**src/rtl/stream_demux_pkg.sv**
```systemverilog
// Shared types and constants for the 1-to-N stream demultiplexer.
// Provides the holding-stage state enum, select-width helper and counter width.
package stream_demux_pkg;

  typedef enum logic {
    EMPTY = 1'b0,
    HOLD  = 1'b1
  } state_e;

  localparam int ERRCNT_W = 8;

  // Select width: at least one bit, even for degenerate N.
  function automatic int calc_sw(input int n);
    return (n > 1) ? $clog2(n) : 1;
  endfunction

endpackage

```
**src/rtl/stream_demux_1ton_sel_decoder.sv**
```systemverilog
// Select decoder: SW-bit channel index to N-bit onehot plus out-of-range flag.
// Ports: sel_i (index), onehot_o (N-bit onehot, 0 when out of range), oor_o.
module sel_decoder #(
  parameter int N  = 4,
  parameter int SW = 2
) (
  input  logic [SW-1:0] sel_i,
  output logic [N-1:0]  onehot_o,
  output logic          oor_o
);

  always_comb begin
    onehot_o = '0;
    oor_o    = 1'b1;
    for (int i = 0; i < N; i++) begin
      if (sel_i == SW'(i)) begin
        onehot_o[i] = 1'b1;
        oor_o       = 1'b0;
      end
    end
  end

endmodule

```
**src/rtl/stream_demux_1ton.sv**
```systemverilog
// Registered 1-to-N stream demux with broadcast; one holding stage, 1-cycle latency.
// Ports: CLK, RST_N (sync, active-low); IN_DATA/IN_VALID/IN_READY, SEL, BCAST in;
//   OUT_DATA shared, OUT_VALID/OUT_READY per channel; ERR drop pulse.
//   Optional ERR_CNT (saturating drop counter) when STREAM_DEMUX_ERRCNT_EN is defined.
module stream_demux_1ton
  import stream_demux_pkg::*;
#(
  parameter  int W  = 8,
  parameter  int N  = 4,
  localparam int SW = calc_sw(N)
) (
  input  logic          CLK,
  input  logic          RST_N,
  input  logic [W-1:0]  IN_DATA,
  input  logic          IN_VALID,
  output logic          IN_READY,
  input  logic [SW-1:0] SEL,
  input  logic          BCAST,
  output logic [W-1:0]  OUT_DATA,
  output logic [N-1:0]  OUT_VALID,
  input  logic [N-1:0]  OUT_READY,
  output logic          ERR
`ifdef STREAM_DEMUX_ERRCNT_EN
  ,
  output logic [ERRCNT_W-1:0] ERR_CNT
`endif
);

  state_e         state_q, state_d;
  logic [N-1:0]   mask_q, mask_d;
  logic [W-1:0]   data_q, data_d;
  logic           err_q, err_d;

  logic [N-1:0]   sel_oh;
  logic           sel_oor;
  logic [N-1:0]   remain;
  logic           drain;
  logic           accept;
  logic           acc_bc;
  logic           acc_uc;
  logic           acc_drop;

  sel_decoder #(
    .N  (N),
    .SW (SW)
  ) u_dec (
    .sel_i    (SEL),
    .onehot_o (sel_oh),
    .oor_o    (sel_oor)
  );

  // Bits still waiting after this cycle's handshakes.
  assign remain = mask_q & ~OUT_READY;
  assign drain  = (state_q == HOLD) && (remain == '0);

  assign IN_READY = RST_N & ((state_q == EMPTY) | drain);
  assign accept   = IN_VALID & IN_READY;

  assign acc_bc   = accept & BCAST;
  assign acc_uc   = accept & ~BCAST & ~sel_oor;
  assign acc_drop = accept & ~BCAST & sel_oor;

  always_comb begin
    mask_d  = remain;
    data_d  = data_q;
    err_d   = 1'b0;
    state_d = state_q;

    unique case (1'b1)
      acc_bc: begin
        mask_d = '1;
        data_d = IN_DATA;
      end
      acc_uc: begin
        mask_d = sel_oh;
        data_d = IN_DATA;
      end
      // Dropped item: remain is already 0 here (EMPTY or draining).
      acc_drop: begin
        err_d = 1'b1;
      end
      default: begin
      end
    endcase

    case (state_q)
      EMPTY:   state_d = (mask_d != '0) ? HOLD : EMPTY;
      HOLD:    state_d = (mask_d != '0) ? HOLD : EMPTY;
      default: state_d = EMPTY;
    endcase
  end

  always_ff @(posedge CLK) begin
    if (!RST_N) begin
      state_q <= EMPTY;
      mask_q  <= '0;
      data_q  <= '0;
      err_q   <= 1'b0;
    end else begin
      state_q <= state_d;
      mask_q  <= mask_d;
      data_q  <= data_d;
      err_q   <= err_d;
    end
  end

  assign OUT_DATA  = data_q;
  assign OUT_VALID = (state_q == HOLD) ? mask_q : '0;
  assign ERR       = err_q;

`ifdef STREAM_DEMUX_ERRCNT_EN
  logic [ERRCNT_W-1:0] cnt_q, cnt_d;

  always_comb begin
    cnt_d = cnt_q;
    if (err_q && (cnt_q != {ERRCNT_W{1'b1}})) begin
      cnt_d = cnt_q + 1'b1;
    end
  end

  always_ff @(posedge CLK) begin
    if (!RST_N) begin
      cnt_q <= '0;
    end else begin
      cnt_q <= cnt_d;
    end
  end

  assign ERR_CNT = cnt_q;
`endif

endmodule

```
**config.mk**
```make
export PLATFORM = sky130hd
export DESIGN_NAME = stream_demux_1ton
export DESIGN_NICKNAME = d
export VERILOG_FILES = /design/src/rtl/stream_demux_pkg.sv /design/src/rtl/stream_demux_1ton_sel_decoder.sv /design/src/rtl/stream_demux_1ton.sv
export SDC_FILE = /design/constraint.sdc
export NUM_CORES = 1
export LEC_CHECK = 0
export ABC_AREA = 1
export BUFFER_PORTS_ARGS = -buffer_cell sky130_fd_sc_hd__buf_4
export CAP_MARGIN = 20
export CORE_MARGIN = 10
export CORE_UTILIZATION = 43
export DETAILED_ROUTE_END_ITERATION = 8
export HOLD_SLACK_MARGIN = 0.08
export PLACE_DENSITY = 0.73
export REMOVE_ABC_BUFFERS = 1
export SYNTH_ARGS = -nofsm -noshare
export SYNTH_HDL_FRONTEND = slang
export SYNTH_SLANG_ARGS = --single-unit
```
**constraint.sdc**
```tcl
create_clock -name CLK -period 1.6 [get_ports CLK]
set_clock_uncertainty 0.2 [all_clocks]
set_input_delay 0.16 -clock CLK [delete_from_list [all_inputs] [get_ports CLK]]
set_output_delay 0.16 -clock CLK [all_outputs]
set_load 0.1 [all_outputs]
```
==> impl_results.md <==
- WHS Path Cells: 6
- Worst path bufs/invs: 1
- Comb pwr share: 36.7%
- Failing checks: negative setup slack
- Pre-CTS WS: between 60 and 70 ps
- P&R area growth vs syn: 72.5%
- Worst-path maximum fanout: 3
- Slowest-stage cell, CP: dfxtp_2
- CP most frequent cell: nand2_2
- Port bufs: 31
- WHS: 78.1 ps
- Final WS setup: -26.3 ps
- MaxCap Viol Count: 0
- VDD IR max: roughly 0.7 mV
- Top Layer Used: met4
- Yosys cell types: 15
- Initial antenna violation count: 0
- R2R setup slack: 0 ps
- Worst Setup End Kind: output port
- Flops & latches, synth: 14
- Status: complete, but fails checks
- Critical path startpoint category: flip-flop
- Worst Path Arrival: 1270 ps
- HP Start: OUT_READY[0]
- Clock share of power: 20.8%
- Die H: between 50 and 60 um
- Die width: 58.8 um
- Total number of yosys warnings: 0
- Setup CP Type: reg -> out
- FF-to-FF End: state_q
- DR vias: 778
- Final ANT Viol Nets: 0
- Area of the multi-input gates: 315 sq um
- CTS max path bufs: 2
- Largest net degree at the start of global routing: 16
- Register Area: 285 sq um
- Final Max Tran Viols: 0
- First-pass GRT wire length: 3490 um
- First-pass DRT Iterations: 4
- Vias in the first global route: 854
- Routability cong.: 0.800
- Global-route usage over all layers: 12.7%
- Core Region: 1350 sq um
- Iteration-0 DRC Markers: 19
- Post-Syn Instances: 91
- Worst R2R Start: mask_q[3]
- WL met3: roughly 160 um
- CTS tree: built
- Row count: 13
- Internal power consumption: 572 uW
- RSZ-0062 raised after global routing: true
- Total Power: 924 uW
- Leak: 0.620 nW
- Ant diodes: 0
- Sequential fraction of the synthesis area: 43.4%
- Power share of the sequential group: 42.5%
- Number of fillers in the final layout: 80
- Syn_area_per_cell: 7.09 sq um
- FMAX: 0.615 GHz
- Met2 Wirelength: 1170 um
- Die ar.: ~3500 sq um
- Min-delay worst type: in -> reg
- Reg clk slew, reported paths: 80 ps
- Avg Vias per Cell: roughly 5.0
- Hold violation total from the final report: 0
- Final Cycle Share: 102%
- TritonCTS buffer count: 3
- DRC viols: 0
- Design Area, Final: 1110 sq um
- Final setup violation count: 2
- CP max stage delay: 340 ps
- Mapped cell area: 646 sq um
- Share of cells above drive strength 1: between 30% and 40%
- Final min period: 1630 ps
- Total Nets Final: 161
- H-tree levels: 1
- Pwr per Cell Area: 830 nW/um^2
- WL/cell: 13.9 um
- Clk sinks: 14
- Psw: 352 uW
- Skew-Pair Late Insertion Delay: between 200 and 300 ps
- Metal1 wirelength: 777 um
- Layout Utilization: 82.5%
- Worst Path Required: 1240 ps
- Critical Path, Cell by Cell: nand2_2 -> nand2_2 -> o21ai_4 -> and2_4 -> buf_12
- Hold Path End: mask_q[0]
- Ports: 32
- Root Buffer: clkbuf_4
- Sw Share: 38.1%
- Placed inst area: 890 sq um
- HPWL after DPL: 1410 um
- R2r worst-path depth: 9
- WL final: 2160 um
- Total grt overflow: 0
- Initial Utilization: 47.8%
- Cell family with most CP delay: flip-flops
==> layer usage <==
metal,track usage (%),vias up
met3,6.01,9
met1,11.6,358
met5,0,-
met4,6.89,0
met2,22.5,25
li1,-,386
==> placed cells by master, fill, tap and decap left out, types with 4 or more instances in the layout <==
cell type and n:
nand3_1 9, o2111ai_1 4, nand2_2 5, a21oi_1 5, dlygate4sd3_1 13, buf_4 34, nor2_1 5, dfxtp_1 10
nand2_1 27, dfxtp_2 4, inv_1 12
==> cell usage after synthesis, drive strengths merged <==
library cell	instances	area, sq um
and2	1	6.26
clkbuf	1	3.75
o2111ai	4	35.0
nand2	32	123
buf	1	11.3
conb	1	3.75
nand3	12	70.1
inv	14	52.6
nor2	5	18.8
dfxtp	14	280
o21ai	1	16.3
a21oi	5	25.0
==> worst min-delay path, stage by stage <==
cell,delay [ps]
buf_4,80
inv_1,30
nand2_2,70
inv_1,40
nand2_1,80
a21oi_1,70
==> per-stage QoR <==
step           instances  TNS [ps]
2_1_floorplan         89      -161
3_3_place_gp         136         0
3_5_place_dp         136         0
4_1_cts              155         0
5_1_grt              156      -235
6_report             156     -30.8
==> final cells by class <==
type | instances | area share [%]
clock buffers | 3 | 2.02
repair buffers | 49 | 37.4
well taps | 15 | 1.69
multi-input cells | 61 | 28.3
inverters | 14 | 4.94
flip-flops and latches | 14 | 25.6
==> how the worst max path moves through the flow <==
stage / start / to / slack (ps) / depth (start not counted)
floorplan: mask_q[3] / IN_READY / -160 / 4
global placement: mask_q[3] / state_q / 110 / 8
detailed placement: mask_q[1] / state_q / 70 / 8
CTS: mask_q[0] / IN_READY / 3 / 5
global route: mask_q[3] / state_q / -70 / 9
finish: mask_q[3] / IN_READY / -30 / 5
==> sequential cells by signal (all words and copies together), names as in the netlist <==
| name | count |
|---|---|
| mask_q | 4 |
| state_q | 1 |
| ERR | 1 |
| OUT_DATA | 8 |
==> repair_timing <==
action / 4_1_cts / 5_1_grt
endpoints found under the setup margin: 1 / 10
hold buffers: 13 / 0
hold endpoints to repair: 12 / 0
pin swaps: 2 / 4
gates resized for setup: 8 / 7
buffers inserted: 3 / 1
==> kinds of logic after synthesis <==
logic type | after synthesis | share of synthesized area, %
buf+inv | 16 | 10.5
flops | 14 | 43.4
simple gates | 50 | 33.7
other cells | 1 | 0.581
compound gates | 10 | 11.8
==> power groups by stage <==
stage          registers, mW  clock network (mW)  logic (mW)
2_1_floorplan          0.517                   0      0.0820
3_3_place_gp           0.398                   0       0.291
3_5_place_dp           0.398                   0       0.293
4_1_cts                0.390               0.193       0.331
5_1_grt                0.395               0.221       0.355
6_report               0.393               0.192       0.339
Power figures use the tool's default switching activity.
